### src/rtl/mem_align_unit.sv
// Byte-addressed RV32 load/store front end for a word-only DataMemory: lane extraction,
// sub-word read-modify-write and word-boundary splitting. Optional macro: MISALIGN_TRAP_EN.
module mem_align_unit #(
  parameter int unsigned ADDR_W = 6,
  parameter int unsigned WIDTH  = 32
) (
  input  logic              clk,
  input  logic              rst_n,
  input  logic              req_valid,
  input  logic              req_read,
  input  logic              req_write,
  input  logic [ADDR_W+1:0] req_addr,
  input  logic [WIDTH-1:0]  req_wdata,
  input  logic [2:0]        req_funct3,
  output logic              stall,
  output logic              resp_valid,
  output logic [WIDTH-1:0]  resp_rdata,
  output logic [ADDR_W-1:0] mem_addr,
  output logic              mem_read,
  output logic              mem_write,
  output logic [WIDTH-1:0]  mem_wdata,
  output logic [2:0]        mem_funct3,
  input  logic [WIDTH-1:0]  mem_rdata,
  output logic              misalign_exc
);

  typedef enum logic [2:0] {StIdle, StRd0, StRd1, StWr0, StWr1, StDone} state_e;

  function automatic logic [2:0] size_of(input logic [2:0] f3);
    logic [2:0] sz;
    case (f3[1:0])
      2'b00:   sz = 3'd1;
      2'b01:   sz = 3'd2;
      default: sz = 3'd4;
    endcase
    return sz;
  endfunction

  function automatic logic crosses(input logic [1:0] off, input logic [2:0] sz);
    return ({2'b00, off} + {1'b0, sz}) > 4'd4;
  endfunction

  state_e state_q, state_d;

  logic [ADDR_W-1:0] word_q, word_inc;
  logic [1:0]        off_q;
  logic [2:0]        f3_q;
  logic              write_q;
  logic [WIDTH-1:0]  wdata_q;
  logic [WIDTH-1:0]  buf0_q, buf1_q, resp_rdata_q;

  logic              req_ok, accept, req_full_word, finish;
  logic [2:0]        req_size, cur_size;
  logic              cur_cross;

  logic [WIDTH-1:0]   buf0_d, buf1_d, lane, load_data;
  logic [2*WIDTH-1:0] stream, store_data, bit_mask, merged;
  logic [7:0]         byte_mask;

  assign req_ok        = req_valid && (req_read ^ req_write);
  assign accept        = (state_q == StIdle) && req_ok;
  assign req_size      = size_of(req_funct3);
  assign req_full_word = req_write && (req_size == 3'd4) && (req_addr[1:0] == 2'b00);
  assign cur_size      = size_of(f3_q);
  assign cur_cross     = crosses(off_q, cur_size);
  assign word_inc      = word_q + ADDR_W'(1);
  assign finish        = (state_q inside {StRd0, StRd1, StWr0, StWr1}) && (state_d == StDone);

`ifdef MISALIGN_TRAP_EN
  logic req_trap, exc_q;
  assign req_trap = ((req_size == 3'd2) && (req_addr[1:0] == 2'd3)) ||
                    ((req_size == 3'd4) && (req_addr[1:0] != 2'd0));
  assign misalign_exc = exc_q && (state_q == StDone);
`else
  assign misalign_exc = 1'b0;
`endif

  assign mem_funct3 = 3'b010;
  assign resp_rdata = resp_rdata_q;

  // State register
  always_ff @(posedge clk or negedge rst_n) begin
    if (!rst_n) begin
      state_q <= StIdle;
    end else begin
      state_q <= state_d;
    end
  end

  // Next-state logic
  always_comb begin
    state_d = state_q;
    unique case (state_q)
      StIdle: begin
        if (req_ok) begin
          // A full aligned word store overwrites every lane, so no read is needed.
          state_d = req_full_word ? StWr0 : StRd0;
`ifdef MISALIGN_TRAP_EN
          if (req_trap) state_d = StDone;
`endif
        end
      end
      StRd0:   state_d = cur_cross ? StRd1 : (write_q ? StWr0 : StDone);
      StRd1:   state_d = write_q ? StWr0 : StDone;
      StWr0:   state_d = cur_cross ? StWr1 : StDone;
      StWr1:   state_d = StDone;
      StDone:  state_d = StIdle;
      default: state_d = StIdle;
    endcase
  end

  // Output logic
  always_comb begin
    stall      = 1'b0;
    resp_valid = 1'b0;
    mem_read   = 1'b0;
    mem_write  = 1'b0;
    mem_addr   = '0;
    mem_wdata  = '0;
    unique case (state_q)
      StIdle: stall = req_ok;
      StRd0: begin
        stall    = 1'b1;
        mem_read = 1'b1;
        mem_addr = word_q;
      end
      StRd1: begin
        stall    = 1'b1;
        mem_read = 1'b1;
        mem_addr = word_inc;
      end
      StWr0: begin
        stall     = 1'b1;
        mem_write = 1'b1;
        mem_addr  = word_q;
        mem_wdata = merged[WIDTH-1:0];
      end
      StWr1: begin
        stall     = 1'b1;
        mem_write = 1'b1;
        mem_addr  = word_inc;
        mem_wdata = merged[2*WIDTH-1:WIDTH];
      end
      StDone:  resp_valid = 1'b1;
      default: ;
    endcase
  end

  // Load path sees the word being read this cycle so the result can register on entry to DONE.
  always_comb begin
    buf0_d = (state_q == StRd0) ? mem_rdata : buf0_q;
    buf1_d = (state_q == StRd1) ? mem_rdata : buf1_q;
    stream = {buf1_d, buf0_d};
    lane   = stream[{off_q, 3'b000} +: WIDTH];
    case (f3_q)
      3'b000:  load_data = {{24{lane[7]}}, lane[7:0]};
      3'b001:  load_data = {{16{lane[15]}}, lane[15:0]};
      3'b100:  load_data = {24'h0, lane[7:0]};
      3'b101:  load_data = {16'h0, lane[15:0]};
      default: load_data = lane;
    endcase
  end

  always_comb begin
    case (cur_size)
      3'd1:    byte_mask = 8'h01;
      3'd2:    byte_mask = 8'h03;
      default: byte_mask = 8'h0F;
    endcase
    byte_mask  = byte_mask << off_q;
    bit_mask   = '0;
    for (int i = 0; i < 8; i++) begin
      bit_mask[i*8 +: 8] = {8{byte_mask[i]}};
    end
    store_data = {{WIDTH{1'b0}}, wdata_q} << {off_q, 3'b000};
    merged     = ({buf1_q, buf0_q} & ~bit_mask) | (store_data & bit_mask);
  end

  always_ff @(posedge clk or negedge rst_n) begin
    if (!rst_n) begin
      word_q       <= '0;
      off_q        <= '0;
      f3_q         <= '0;
      write_q      <= 1'b0;
      wdata_q      <= '0;
      buf0_q       <= '0;
      buf1_q       <= '0;
      resp_rdata_q <= '0;
`ifdef MISALIGN_TRAP_EN
      exc_q        <= 1'b0;
`endif
    end else begin
      if (accept) begin
        word_q  <= req_addr[ADDR_W+1:2];
        off_q   <= req_addr[1:0];
        f3_q    <= req_funct3;
        write_q <= req_write;
        wdata_q <= req_wdata;
`ifdef MISALIGN_TRAP_EN
        exc_q   <= req_trap;
        if (req_trap) resp_rdata_q <= '0;
`endif
      end
      if (state_q == StRd0) buf0_q <= mem_rdata;
      if (state_q == StRd1) buf1_q <= mem_rdata;
      if (finish) resp_rdata_q <= write_q ? '0 : load_data;
    end
  end

endmodule

### config.mk
export PLATFORM = sky130hd
export DESIGN_NAME = mem_align_unit
export DESIGN_NICKNAME = d
export VERILOG_FILES = /design/src/rtl/mem_align_unit.sv
export SDC_FILE = /design/constraint.sdc
export NUM_CORES = 1
export LEC_CHECK = 0
export ABC_AREA = 1
export CAP_MARGIN = 15
export CORE_UTILIZATION = 55
export CTS_BUF_LIST = sky130_fd_sc_hd__clkbuf_4
export DETAILED_ROUTE_END_ITERATION = 8
export HOLD_SLACK_MARGIN = 0.03
export PLACE_DENSITY = 0.85
export SLEW_MARGIN = 20
export SYNTH_ARGS = -nofsm -noshare
export SYNTH_HDL_FRONTEND = slang
export SYNTH_SLANG_ARGS = --single-unit
### constraint.sdc
create_clock -name clk -period 6.9 [get_ports clk]
set_input_delay 1.38 -clock clk [delete_from_list [all_inputs] [get_ports clk]]
set_output_delay 1.38 -clock clk [all_outputs]
set_load 0.1 [all_outputs]
==> results of run 1 <==
[worst paths after layout]
path | depth (start not counted) | endpoint | startpoint | slack, ns
setup / recovery | 8 | mem_wdata[7] | off_q[1] | 1.13
hold / removal | 2 | flop | flop | 0.50
setup reg to reg | 13 | resp_rdata[23] | f3_q[1] | 3.64
hold reg to reg | 2 | flop | flop | 0.50
max in group asynchronous | 2 | resp_rdata[31] | rst_n | 4.81
min in group asynchronous | 1 | wdata_q[22] | rst_n | 0.79
[Yosys cell counts, drive strengths merged, types with 2 or more instances]
| cell type | instances |
|---|---|
| a21oi | 16 |
| buf | 35 |
| clkbuf | 30 |
| clkinv | 5 |
| conb | 2 |
| dfrtp | 143 |
| ha | 4 |
| inv | 101 |
| mux2i | 16 |
| nand2 | 371 |
| nand3 | 70 |
| nand4 | 6 |
| nor2 | 53 |
| nor3 | 2 |
| o211ai | 11 |
| o21a | 17 |
| o21ai | 171 |
| o21bai | 2 |
| o221ai | 21 |
| o22ai | 19 |
| or2 | 2 |
[routing by layer]
metal | GRT usage | wire length [um] | vias up
met4 | 0.173 | 1030 | 0
met5 | 0 | 0 | -
li1 | - | - | 3876
met2 | 0.541 | 11600 | 460
met3 | 0.0604 | 2320 | 69
met1 | 0.501 | 11000 | 3752
[layout make-up]
cell class | count | area (sq um)
Timing Repair Buffer | 164 | 1610
Tap cell | 184 | 230
Clock inverter | 15 | 136
Inverter | 106 | 398
Fill cell | 1268 | 4560
Multi-Input combinational cell | 793 | 3840
Sequential cell | 143 | 3580
Clock buffer | 17 | 128
Antenna cell | 1 | 2.50
[registers in the layout, summed over array words and instances (netlist names), named ones only]
register and cells:
buf0_q 32, buf1_q 24, f3_q 3, off_q 2
resp_rdata 32, state_q 3, wdata_q 32, word_q 6
write_q 1
[critical path, cell delays in order, from the launching register on]
cell and delay [ns]:
dfrtp_1 0.61, buf_4 0.39, nor2_1 0.13, inv_1 0.64, o21ai_2 0.37, o221ai_1 0.16
o211ai_1 0.13, o21ai_0 0.16, clkdlybuf4s50_1 1.19
[per-stage QoR]
| stage | hold WS [ns] | instances | setup slack [ns] | utilization | cell area [sq um] |
|---|---|---|---|---|---|
| after floorplan | 0.453 | 1107 | 2.14 | - | 8130 |
| after global placement | 0.466 | 1390 | 1.85 | 0.667 | 9660 |
| after detailed placement | 0.466 | 1390 | 1.83 | 0.667 | 9660 |
| after CTS | 0.500 | 1422 | 1.20 | 0.685 | 9920 |
| after global routing | 0.510 | 1423 | 0.877 | 0.685 | 9920 |
| final | 0.501 | 1423 | 1.13 | 0.685 | 9920 |
[cell families (layout without fill, tap and decap cells)]
kind of cell    after synthesis  count (layout)
fa+ha+maj                     5               5
other cells                   2               5
flops                       143             143
compound gates              261             261
mux                          16              16
buf+inv                     171             302
xor+xnor                      1               1
simple gates                506             506
==> impl_metrics.json, run 1 <==
{
  "outcome": "complete, no violations",
  "finalCriticalPeriod_ns": 5.77,
  "detail_route.first_pass.iterations": 8,
  "rsz0062_at_grt": "no",
  "hold_buffers": 0,
  "grt_start_max_net_pins": 79,
  "maxCapViolations": 0,
  "die_y_um": 124,
  "die_area_sq_mm": 0.0153,
  "synth_compound_area_frac": 0.185,
  "syn_inst": 1105,
  "grt_pass1_wl_um": 40000,
  "critPathLaunchType": "flop",
  "syn-cell-area_sq_mm": 0.00812,
  "dp_hpwl_um": 19300,
  "grt_pass1_vias": 7330,
  "synth_seq_area_share": 0.441,
  "period_share": 0.836,
  "path_clk_slew_ns": 0.14,
  "synth_top_cell_by_area": "dfrtp_1",
  "syn2layout_area_growth_pct": 22.2,
  "synth_flop_cell": "dfrtp_1",
  "clk_latency_ns": 0.61,
  "cts-root-buf": "clkbuf_4",
  "row_count": 44,
  "synth-edff-count": 0,
  "portBuffers": 153,
  "vias_per_cell": 5.73,
  "fp.coreArea_sq_mm": 0.0145,
  "track_usage": 0.359,
  "synth-simple-area-share": 0.256,
  "fin_worst_skew_ns": 0.0213,
  "layout_common_cells": "nand2_1 (368), clkdlybuf4s50_1 (148), dfrtp_1 (142)",
  "tightest_slew_ns": 1.10,
  "synthMuxAreaShare": 0.0197,
  "setup_viol": 0,
  "critPathKind": "reg2out",
  "worstPathMaxFanout": 27,
  "async_reset_ff_frac": 1.00,
  "wl_per_cell_um": 18.3,
  "cts_tree": "done",
  "final_common_cell": "nand2_1",
  "antenna_left": 0,
  "cts.sinks": 143,
  "first_iter_violations": 1015,
  "cts-resized-gates": 0,
  "dr_total_vias": 8157,
  "max_freq_mhz": 173,
  "synthAdderAreaFrac": 0.00863,
  "crit_path_end_kind": "output pin",
  "start_util": 0.561,
  "final_hold_viol_count": 0,
  "clock_path_buffers": 2,
  "cts_buffers": 17,
  "grt_overflow": 0,
  "synth_top_area_share": 0.441,
  "ys_ff_latch": 143,
  "synthTopCellsByArea": "dfrtp_1 (44%), nand2_1 (17%), o21ai_0 (6.5%), inv_1 (4.1%), nand3_1 (4.1%)",
  "ys_types": 40,
  "synth-xor-area-share": 0.00108,
  "routabilityCongestion": 0.979,
  "drc": 0,
  "hold_class": "reg2reg",
  "avgSynthCellArea_sq_um": 7.35,
  "critical_path_arrival_ns": 4.39,
  "tns_ns": 0,
  "ys_warn_count": 0,
  "synth_top_family_by_area": "simple AND/OR/NAND/NOR gates",
  "post-cts-setup-buffers": 0,
  "drv_slew": 0,
  "wirelength_um": 26000,
  "nets": 1310,
  "antenna_found_initial": 1,
  "critPathRequiredTime_ns": 5.52,
  "slew-limit-headroom": 0.269,
  "pin_count": 158,
  "drive_gt1_frac": 0.0622,
  "fp.dieW_um": 124,
  "htree_levels": 4
}
Power of run 1 is left out: the tool's default activity adds up to more than one toggle a clock period on the data nets, which glitch-free logic cannot reach.
==> run 2: changes to the inputs <==
CORE_UTILIZATION = 54   (was 55)
PLACE_DENSITY = 0.84   (was 0.85)
clock period = 5.52 ns   (was 6.9 ns; I/O delays follow)
==> impl_metrics.json, run 2 (synthesized netlist as in run 1, its figures left out) <==
{
  "outcome": "complete, no violations",
  "drv_slew": 0,
  "tightest_slew_ns": 1.06,
  "seqCellArea_sq_mm": 0.00358,
  "detail_route.first_pass.iterations": 5,
  "antenna_left": 0,
  "finish.instance_area_sq_mm": 0.00980,
  "hold_class": "reg2reg",
  "max_freq_mhz": 212,
  "rsz0062_at_grt": "no",
  "start_util": 0.557,
  "hold_buffers": 0,
  "slew-limit-headroom": 0.295,
  "critPathSlowestCell": "clkdlybuf4s50_1",
  "place_ws_ns": 1.44,
  "portBuffers": 153,
  "htree_levels": 4,
  "grt_pass1_vias": 7627,
  "cts_tree": "done",
  "routabilityCongestion": 1.01,
  "dpl-instance-area_sq_mm": 0.00958,
  "track_usage": 0.346,
  "fin_worst_skew_ns": 0.0247,
  "clk_latency_ns": 0.57,
  "wl_per_cell_um": 18.5,
  "die_y_um": 125,
  "finalCriticalPeriod_ns": 4.71,
  "pin_count": 158,
  "cts.sinks": 143,
  "crit_path_end_kind": "output pin",
  "fp.coreArea_sq_mm": 0.0146,
  "first_iter_violations": 1161,
  "path_buf_inv": 3,
  "path_clk_slew_ns": 0.11,
  "r2r-start": "off_q[1]",
  "finalWorstSetupSlack_ns": 0.809,
  "clock_path_buffers": 2,
  "tns_ns": 0,
  "post-cts-setup-buffers": 0,
  "period_share": 0.853,
  "cts_buffers": 17,
  "r2r_slack_ns": 2.26,
  "multi_input_area_sq_mm": 0.00384,
  "die_area_sq_mm": 0.0155,
  "vias_per_cell": 5.80,
  "cts-root-buf": "clkbuf_4",
  "cp_cell_sequence": "nor2_1 > nand2_1 > inv_2 > nor2_1 > inv_2 > a22oi_1 > a21oi_1 > clkdlybuf4s50_1",
  "worstPathMaxFanout": 25,
  "fp.dieW_um": 125,
  "grt_pass1_wl_um": 41100,
  "maxCapViolations": 0,
  "critPathKind": "reg2out",
  "drive_gt1_frac": 0.0819,
  "nets": 1309,
  "dr_total_vias": 8224,
  "cts-resized-gates": 0,
  "wirelength_um": 26200,
  "final_hold_viol_count": 0,
  "final_common_cell": "nand2_1",
  "grt_overflow": 0,
  "grt_start_max_net_pins": 100,
  "layout_common_cells": "nand2_1 (368), dfrtp_1 (142), clkdlybuf4s50_1 (119)",
  "syn2layout_area_growth_pct": 20.7,
  "setup_viol": 0,
  "critPathLaunchType": "flop",
  "crit_start": "state_q[1]",
  "max_stage_delay_ns": 1.14,
  "nFillCells": 1294,
  "dp_hpwl_um": 19500,
  "row_count": 44,
  "critPathRequiredTime_ns": 4.42,
  "antenna_found_initial": 1,
  "drc": 0,
  "critPathTopFamily": "buffers and inverters",
  "min_from": "resp_rdata[9]",
  "critical_path_arrival_ns": 3.61
}
-- run 2: cell count changes in the layout (fill, tap and decap cells not counted) --
cell,previous run,this run
inv_6,4,0
clkinv_4,4,0
buf_4,15,43
clkbuf_4,17,20
clkinv_2,2,3
clkdlybuf4s50_1,148,119
-- run 2: worst min-delay path: stages, from the launching register on --
cell,delay (ns)
dfrtp_1,0.36
nand2_1,0.06
nand2_1,0.05
-- run 2: final cells by class --
type | count | share of cell area
flip-flops and latches | 143 | 0.365
well taps | 184 | 0.0235
repair buffers | 163 | 0.156
diodes | 1 | 0.000255
clock inverters | 8 | 0.00728
multi-input cells | 793 | 0.392
clock buffers | 20 | 0.0153
inverters | 106 | 0.0406
-- run 2: layer usage --
metal / global-route usage / wire length, um
met5: 0 / 0
met4: 0.175 / 1210
met3: 0.0795 / 2570
met2: 0.515 / 11500
met1: 0.472 / 11000
-- run 2: metrics by stage --
| stage | instances | util | hold WS (ns) |
|---|---|---|---|
| after floorplan | 1107 | - | 0.453 |
| after global placement | 1389 | 0.656 | 0.466 |
| after detailed placement | 1389 | 0.656 | 0.465 |
| after CTS | 1417 | 0.672 | 0.496 |
| after global routing | 1418 | 0.672 | 0.536 |
| final | 1418 | 0.672 | 0.491 |
-- run 2: worst paths after layout --
check                                      end  cells past startpoint
worst max-delay path               mem_addr[3]                      8
worst min-delay path             resp_rdata[9]                      2
worst max register to register  resp_rdata[24]                     12
worst min register to register   resp_rdata[9]                      2
max in group asynchronous       resp_rdata[17]                      2
min in group asynchronous           wdata_q[3]                      1
Power of run 2 is left out for the same reason.
